==> src/rtl/cellrv32_cpu_regfile_pkg.sv <==
// Shared types and constants for the multi-port register file and its pending-write scoreboard.
package cellrv32_cpu_regfile_pkg;

    localparam int rf_addr_width_c = 5;

    typedef enum logic {
        CLEAR = 1'b0,
        RUN   = 1'b1
    } rf_clr_state_t;

endpackage

==> src/rtl/cellrv32_cpu_regfile_scoreboard.sv <==
// Pending-write scoreboard: one bit per entry, set beats clear, bit 0 never pending.
module cellrv32_cpu_regfile_scoreboard
    import cellrv32_cpu_regfile_pkg::*;
#(
    parameter int NUM_REGS = 32,
    parameter int NUM_RD   = 2
) (
    input  logic                              i_clk,
    input  logic                              i_rstn,
    input  logic                              i_set_en,
    input  logic [rf_addr_width_c-1:0]        i_set_addr,
    input  logic                              i_clr_en,
    input  logic [rf_addr_width_c-1:0]        i_clr_addr,
    input  logic [rf_addr_width_c*NUM_RD-1:0] i_rd_addr,
    output logic [NUM_RD-1:0]                 o_hazard
);

    localparam int AW = $clog2(NUM_REGS);

    logic [NUM_REGS-1:0] r_pending;
    logic [NUM_REGS-1:0] w_pending_nxt;
    logic [AW-1:0]       w_set_idx;
    logic [AW-1:0]       w_clr_idx;

    assign w_set_idx = i_set_addr[AW-1:0];
    assign w_clr_idx = i_clr_addr[AW-1:0];

    // Clear is applied first so a same-address set overrides it.
    always_comb begin
        w_pending_nxt = r_pending;
        if (i_clr_en) begin
            w_pending_nxt[w_clr_idx] = 1'b0;
        end
        if (i_set_en) begin
            w_pending_nxt[w_set_idx] = 1'b1;
        end
        w_pending_nxt[0] = 1'b0;
    end

    always_ff @(posedge i_clk) begin
        if (!i_rstn) begin
            r_pending <= '0;
        end else begin
            r_pending <= w_pending_nxt;
        end
    end

    genvar g;
    generate
        for (g = 0; g < NUM_RD; g++) begin : g_hazard
            assign o_hazard[g] = r_pending[i_rd_addr[g*rf_addr_width_c +: AW]];
        end
    endgenerate

endmodule

==> src/rtl/cellrv32_cpu_regfile_mp.sv <==
// Multi-port register file: clear-on-reset sequencer, primary and secondary write ports,
// synchronous reads with optional same-cycle forwarding, and a pending-write scoreboard.
module cellrv32_cpu_regfile_mp
    import cellrv32_cpu_regfile_pkg::*;
#(
    parameter int XLEN      = 32,
    parameter int NUM_REGS  = 32,
    parameter int NUM_RD    = 2,
    parameter int BYPASS_EN = 1
) (
    input  logic                              clk_i,
    input  logic                              rstn_i,
    input  logic                              wa_en_i,
    input  logic [rf_addr_width_c-1:0]        wa_addr_i,
    input  logic [XLEN-1:0]                   wa_data_i,
    input  logic                              wb_valid_i,
    input  logic [rf_addr_width_c-1:0]        wb_addr_i,
    input  logic [XLEN-1:0]                   wb_data_i,
    output logic                              wb_ready_o,
    input  logic                              sb_set_i,
    input  logic [rf_addr_width_c-1:0]        sb_addr_i,
    input  logic [rf_addr_width_c*NUM_RD-1:0] rd_addr_i,
    output logic [XLEN*NUM_RD-1:0]            rd_data_o,
    output logic [NUM_RD-1:0]                 hazard_o,
    output logic                              busy_o
);

    localparam int AW = $clog2(NUM_REGS);

    rf_clr_state_t r_state;
    rf_clr_state_t w_state_nxt;
    logic [AW-1:0] r_cnt;
    logic [AW-1:0] w_cnt_nxt;

    logic          w_run;
    logic          w_wb_acc;
    logic          w_wa_we;
    logic          w_wb_we;
    logic [AW-1:0] w_wa_idx;
    logic [AW-1:0] w_wb_idx;

    logic [XLEN-1:0] r_mem     [NUM_REGS];
    logic [XLEN-1:0] r_rd_data [NUM_RD];
    logic [XLEN-1:0] w_rd_val  [NUM_RD];

    always_ff @(posedge clk_i) begin
        if (!rstn_i) begin
            r_state <= CLEAR;
            r_cnt   <= '0;
        end else begin
            r_state <= w_state_nxt;
            r_cnt   <= w_cnt_nxt;
        end
    end

    always_comb begin
        w_state_nxt = r_state;
        w_cnt_nxt   = r_cnt;
        case (r_state)
            CLEAR: begin
                w_cnt_nxt = r_cnt + 1'b1;
                if (r_cnt == AW'(NUM_REGS - 1)) begin
                    w_state_nxt = RUN;
                    w_cnt_nxt   = '0;
                end
            end
            RUN: begin
                w_state_nxt = RUN;
            end
            default: begin
                w_state_nxt = CLEAR;
                w_cnt_nxt   = '0;
            end
        endcase
    end

    // Reset is folded in so ready drops and busy rises in the same cycle rstn_i falls.
    assign w_run      = rstn_i && (r_state == RUN);
    assign busy_o     = !w_run;
    assign wb_ready_o = w_run && !wa_en_i;
    assign w_wb_acc   = wb_valid_i && wb_ready_o;

    assign w_wa_idx = wa_addr_i[AW-1:0];
    assign w_wb_idx = wb_addr_i[AW-1:0];
    assign w_wa_we  = w_run && wa_en_i && (w_wa_idx != '0);
    assign w_wb_we  = w_wb_acc && (w_wb_idx != '0);

    always_ff @(posedge clk_i) begin
        if (r_state == CLEAR) begin
            r_mem[r_cnt] <= '0;
        end else if (w_wa_we) begin
            r_mem[w_wa_idx] <= wa_data_i;
        end else if (w_wb_we) begin
            r_mem[w_wb_idx] <= wb_data_i;
        end
    end

    always_comb begin
        logic [AW-1:0] v_idx;
        v_idx = '0;
        for (int k = 0; k < NUM_RD; k++) begin
            v_idx = rd_addr_i[k*rf_addr_width_c +: AW];
            if (v_idx == '0) begin
                w_rd_val[k] = '0;
            end else if ((BYPASS_EN != 0) && w_wa_we && (w_wa_idx == v_idx)) begin
                w_rd_val[k] = wa_data_i;
            end else if ((BYPASS_EN != 0) && w_wb_we && (w_wb_idx == v_idx)) begin
                w_rd_val[k] = wb_data_i;
            end else begin
                w_rd_val[k] = r_mem[v_idx];
            end
        end
    end

    always_ff @(posedge clk_i) begin
        for (int k = 0; k < NUM_RD; k++) begin
            if (!w_run) begin
                r_rd_data[k] <= '0;
            end else begin
                r_rd_data[k] <= w_rd_val[k];
            end
        end
    end

    genvar g;
    generate
        for (g = 0; g < NUM_RD; g++) begin : g_rd_out
            assign rd_data_o[g*XLEN +: XLEN] = r_rd_data[g];
        end
    endgenerate

    cellrv32_cpu_regfile_scoreboard #(
        .NUM_REGS (NUM_REGS),
        .NUM_RD   (NUM_RD)
    ) u_scoreboard (
        .i_clk      (clk_i),
        .i_rstn     (rstn_i),
        .i_set_en   (w_run && sb_set_i),
        .i_set_addr (sb_addr_i),
        .i_clr_en   (w_wb_acc),
        .i_clr_addr (wb_addr_i),
        .i_rd_addr  (rd_addr_i),
        .o_hazard   (hazard_o)
    );

endmodule

==> config.mk <==
export PLATFORM = sky130hd
export DESIGN_NAME = cellrv32_cpu_regfile_mp
export DESIGN_NICKNAME = d
export VERILOG_FILES = /design/src/rtl/cellrv32_cpu_regfile_pkg.sv /design/src/rtl/cellrv32_cpu_regfile_scoreboard.sv /design/src/rtl/cellrv32_cpu_regfile_mp.sv
export SDC_FILE = /design/constraint.sdc
export NUM_CORES = 1
export LEC_CHECK = 0
export CAP_MARGIN = 20
export CORE_MARGIN = 3
export CORE_UTILIZATION = 50
export CTS_CLUSTER_DIAMETER = 30
export DETAILED_ROUTE_END_ITERATION = 10
export GPL_TIMING_DRIVEN = 0
export PLACE_DENSITY = 0.77
export SYNTH_ARGS = -nofsm -noshare
export SYNTH_HDL_FRONTEND = slang
export SYNTH_SLANG_ARGS = --single-unit
==> constraint.sdc <==
create_clock -name clk_i -period 5 [get_ports clk_i]
set_input_delay 1.25 -clock clk_i [delete_from_list [all_inputs] [get_ports clk_i]]
set_output_delay 1.25 -clock clk_i [all_outputs]
set_load 0.01 [all_outputs]
-- After elaboration in Yosys (flattened, before gate mapping)
Memory sizes are Yosys's and may differ from the RTL's.
Index checks and enable logic that the tools add are counted.
- register bits: 38
- memories kept: 2
- word-level logic and storage cells: 82
- input bits: 94
- bits in writable memories: 1088
- memories (name ; words ; bits a word ; rd ports ; clocked after memory_dff ; write ports ; RTL line ; source):
    r_mem ; 32 ; 32 ; 2 ; 0 ; 1 ; cellrv32_cpu_regfile_mp.sv:42 ; logic [XLEN-1:0] r_mem [NUM_REGS];
    r_rd_data ; 2 ; 32 ; 2 ; 0 ; 2 ; cellrv32_cpu_regfile_mp.sv:43 ; logic [XLEN-1:0] r_rd_data [NUM_RD];
- magnitude comparators: 6
- reduce and logical (&&, ||, !) cells: 21
- $add $sub $neg: 1
- bitwise logic cells: 6
- equality and inequality tests: 5
- multiplexer cells: 37
- operators with widths (kind ; count):
    $mux W32 ; 12
    $reduce_or A32 Y1 ; 2
    $and A32 B32 Y32 ; 1
    $not A32 Y32 ; 1
    $or A32 B32 Y32 ; 1
    $lt A5 B6 Y1 const B ; 4
    $eq A5 B5 Y1 ; 4
    $mux W1 ; 17
    $mux W5 ; 3
    $logic_and A1 B1 Y1 ; 13
    $bmux W1 S5 ; 2
    $demux W1 S5 ; 2
    $ge A5 B1 Y1 const B ; 2
    $logic_not A5 Y1 ; 2
    $reduce_bool A5 Y1 ; 2
    $add A5 B1 Y5 const B ; 1
    $eq A5 B5 Y1 const B ; 1
    $logic_not A1 Y1 ; 2
    $or A1 B1 Y1 ; 2
    $pmux W1 S2 ; 1
    $not A1 Y1 ; 1

-- Logic depth before layout (Yosys ltp)
- depth in word-level cells: 10
- depth in mapped cells: 8

-- Cells and area by module
A second synthesis with hierarchy kept.
- cells, all modules: 3026
- area total of the unflattened synthesis: 52038.7 µm²
- by module, submodules not included (module ; area an instance (µm²) ; cells an instance ; instances):
    cellrv32_cpu_regfile_mp ; 50134.3 ; 2797 ; 1
    cellrv32_cpu_regfile_scoreboard ; 1904.3 ; 229 ; 1

-- Worst setup path after synthesis
No wires, ideal clock.
- path kind: input -> register
- start: input port wa_addr_i[2]
- end: memory r_mem[20][0], enable pin
- path buffers: 2
- slack: 0.318 ns
- stages on the path: 7
- library setup time: 0.432 ns
- data arrival time: 4.250 ns
- path through: clkbuf_1 nor3_2 a21oi_2 clkbuf_1 mux2i_1 nand3_1 a21oi_1
- word-level cells in the longest chain between the ends: 8
- elaborated cells on any way between the ends: 14
- classes of those cells: mux (10); reduce/logical (4)
- RTL lines (what ; RTL line ; source):
    start, declared ; cellrv32_cpu_regfile_mp.sv:14 ; input logic [rf_addr_width_c-1:0] wa_addr_i,
    $reduce_bool A5 Y1 ; cellrv32_cpu_regfile_mp.sv:85 ; assign w_wa_we = w_run && wa_en_i && (w_wa_idx != '0);
    $logic_and A1 B1 Y1 ; cellrv32_cpu_regfile_mp.sv:85 ;
    $mux W1 ; cellrv32_cpu_regfile_mp.sv:91 ; end else if (w_wa_we) begin
    $mux W1 ; cellrv32_cpu_regfile_mp.sv:89 ; if (r_state == CLEAR) begin
    $mux W1 (implied by the code) ; cellrv32_cpu_regfile_mp.sv:92 ; r_mem[w_wa_idx] <= wa_data_i;
    $reduce_or A32 Y1 (no line) ; -- ;
    $mux W5 (no line) or $mux W1 (tied branches) (2 in a row) ; -- ;
    end, declared ; cellrv32_cpu_regfile_mp.sv:42 ;
Several ways; a longest one is shown, not always the timed one.

-- Worst setup path in the final report
- start: input port wa_en_i
- end: memory r_mem[7][12], data pin
- word-level cells in the longest chain between the ends: 10
- elaborated cells on any way between the ends: 17
- classes of those cells: mux (9); reduce/logical (8)
- RTL lines (what ; RTL line ; source):
    start, declared ; cellrv32_cpu_regfile_mp.sv:13 ; input logic wa_en_i,
    $logic_not A1 Y1 ; cellrv32_cpu_regfile_mp.sv:80 ; assign wb_ready_o = w_run && !wa_en_i;
    $logic_and A1 B1 Y1 ; cellrv32_cpu_regfile_mp.sv:80 ;
    $logic_and A1 B1 Y1 ; cellrv32_cpu_regfile_mp.sv:81 ; assign w_wb_acc = wb_valid_i && wb_ready_o;
    $logic_and A1 B1 Y1 ; cellrv32_cpu_regfile_mp.sv:86 ; assign w_wb_we = w_wb_acc && (w_wb_idx != '0);
    $mux W1 ; cellrv32_cpu_regfile_mp.sv:93 ; end else if (w_wb_we) begin
    $mux W1 ; cellrv32_cpu_regfile_mp.sv:91 ;
    $mux W1 ; cellrv32_cpu_regfile_mp.sv:89 ;
    $mux W1 (implied by the code) ; cellrv32_cpu_regfile_mp.sv:94 ; r_mem[w_wb_idx] <= wb_data_i;
    $reduce_or A32 Y1 (no line) ; -- ;
    $mux W32 (no line) * ; -- ;
Every way passes the cells marked *; elsewhere a longest branch is shown, timed or not.

==> impl_metrics.tcl <==
set metrics [dict create \
    first_global_vias 36000 \
    cts.htree.levels 4 \
    ioPinCount 162 \
    overflow 0 \
    grt_max_degree 33 \
    tns_ns -0.0766 \
    clock-sinks 1125 \
    end_kind "flip-flop" \
    path_buf_inv 3 \
    synthArstFlopShare 0 \
    fmax_ghz 0.200 \
    place_area_um2 55700 \
    cp_slowest_cell "a22o_1" \
    die-area_um2 106000 \
    port-buffer-count 148 \
    dr_total_vias 35500 \
    ys.flop_type "edfxtp_1" \
    syn_nets 2761 \
    row_count 116 \
    initial_utilization 0.508 \
    setup-violations-final 21 \
    fin_util 0.630 \
    cp-start-kind "input port" \
    rsz0062_at_grt "false" \
    fill_cells 6534 \
    synth_top_area_share 0.601 \
    core_um2 101000 \
    fin_skew_ns 0.0476 \
    yosys.cell_types.count 60 \
    fp.dieW_um 326 \
    crit_family "buffers and inverters" \
    placedCellCount 4218 \
    drcViolationCount 0 \
    ir_drop_mv 0.327 \
    p_per_area_nw_per_um2 417 \
    cp-startpoint "wa_en_i" \
    finalHoldViolCount 0 \
    crit_arrival_ns 5.43 \
    drive_above_1_share 0.336 \
    area_growth_pct 24.0 \
    setup_slack_ns -0.00695 \
    grt_pass1_wl_um 263000 \
    track_usage 0.352 \
    antenna_found_initial 2 \
    avgSynthCellArea_um2 19.2 \
    fin_nets 3178 \
    required_ns 5.43 \
    fp.dieH_um 326 \
    clock_tree.buffer_depth 3 \
    holdCritPathClass "flip-flop to flip-flop" \
    dpl.hpwl_um 119000 \
    fin_cells 4616 \
    globalplace.congestion 0.948 \
    slew_viol_final 0 \
    slowest_delay_ns 1.05 \
    p_leak_nw 21.0 \
    slew_headroom 0.111 \
    maxCapViolCount 0 \
    synth-edff-count 1024 \
    routedWlPerCell_um 40.9 \
    numCtsBuffers 203 \
    crit_path_cell_trace "clkdlybuf4s50_1, nand3_1, a21oi_2, clkbuf_1, buf_1, a22o_1" \
    wl_um 189000 \
    min_from "u_scoreboard.r_pending[17]" \
    r2r-start "r_state" \
    clk_pin_slew_ns 0.05 \
    dr.pass1.iters 6 \
    tightest_slew_ns 1.33 \
    ant_nets 0 \
    fin_crit_sh 1.00 \
    synth_area_leaders "edfxtp_1 60%, mux4_2 23%, dfxtp_1 4.0%" \
    synth_cells 2665 \
    critPathMaxFanout 32 \
    synth.largest_area_cell "edfxtp_1" \
    violations "setup timing" \
    root_buffer "clkbuf_16" \
    syn_area_um2 51200 \
    yosysWarnings 0 \
    ys_seq_area_frac 0.641 \
    outcome "finished, violations left" \
    postLayoutCellArea_um2 63400 \
    ys_ff_latch 1125 \
    cts_tree "yes" \
    viasPerCell 7.70 \
    first_iter_violations 6452 \
    path_class "input port to flip-flop" \
    finalCriticalPeriod_ns 5.01 \
    clock_latency_ns 0.80 \
]
area by class of cell:
| type | instances | area [µm²] | area share |
|---|---|---|---|
| inverter | 4 | 15.0 | 0.000237 |
| clock inverter | 152 | 2060 | 0.0325 |
| timing repair buffer | 217 | 2850 | 0.0450 |
| multi-input combinational | 1313 | 17700 | 0.279 |
| clock buffer | 227 | 5240 | 0.0827 |
| antenna | 3 | 7.51 | 0.000118 |
| tap | 1357 | 1700 | 0.0268 |
| sequential | 1125 | 32800 | 0.517 |
| buffer | 218 | 1040 | 0.0164 |
final timing paths:
check | end | slack [ns] | depth (start not counted)
setup / recovery | r_mem[7][12] | -0.007 | 6
hold / removal | u_scoreboard.r_pending[17] | 0.50 | 2
setup reg to reg | r_mem[7][12] | 0.55 | 6
hold reg to reg | u_scoreboard.r_pending[17] | 0.50 | 2
Yosys cell counts, types with 41 or more instances:
cell type  number
edfxtp_1     1024
mux4_2        530
o21ai_1        64
clkbuf_1       99
a221oi_1       63
and3_1         65
nand2_1        46
a22oi_1       187
a22o_1         95
o21ai_0        41
dfxtp_1       101
buf_2          87
tightest hold or removal path, stage by stage, from the launching register on:
cell and delay [ns]:
dfxtp_1 0.31, o21ai_0 0.06, a21boi_0 0.07
sequential cells by signal, summed over array words and instances (netlist names):
name,flops
r_cnt,5
r_rd_data,64
u_scoreboard.r_pending,31
r_state,1
r_mem,1024
placed cells by master (no fill, tap or decap), types with 28 or more instances in the layout:
cell / count
clkbuf_1: 116
a21boi_0: 33
bufinv_16: 39
clkinvlp_4: 28
nand2_1: 46
and3_1: 65
buf_12: 39
a22o_1: 95
o21ai_0: 41
a221oi_1: 63
clkdlybuf4s50_1: 147
dfxtp_1: 101
a22oi_1: 187
mux4_2: 530
buf_2: 77
edfxtp_1: 1024
o21ai_1: 64
clkbuf_16: 206
power by group:
part           internal (mW)  switching, mW  total, mW
clock                   9.61           5.02       14.6
sequential              10.2         0.0488       10.3
combinational          0.603          0.933       1.54
total                   20.4           6.00       26.4
through the flow:
step                power (mW)  setup slack [ns]  hold slack (ns)
CTS                       26.3            0.0120            0.500
global route              26.8          0.000901            0.533
finish                    26.4          -0.00695            0.500
floorplan                 11.3             0.318            0.464
detailed placement        11.9            -0.729            0.494
global placement          11.8             -3.43            0.487
kinds of logic (layout without fill, tap and decap cells):
logic type	Yosys count	count (layout)	synth area share
flip-flops	1125	1125	0.641
multiplexers	547	547	0.237
AO/OA/AOI/OAI	528	528	0.0752
buffers and inverters	227	818	0.0198
AND/OR/NAND/NOR	216	216	0.0236
XOR/XNOR	20	20	0.00342
adder cells (fa/ha/maj)	2	2	0.000489
other	0	3	0
per-layer routing:
metal,GRT usage,up-vias,routed length [µm]
met3,0.152,1035,30900
li1,-,12600,-
met4,0.240,6,15600
met2,0.529,4225,85400
met5,0.0140,-,258
met1,0.410,17600,56700
timing repair:
action	4_1_cts	5_1_grt
pin swaps	0	2
setup endpoints to repair	2	34
gates resized for setup	21	7
hold buffers	0	0
buffers inserted	0	2
Power figures use the tool's default switching activity.
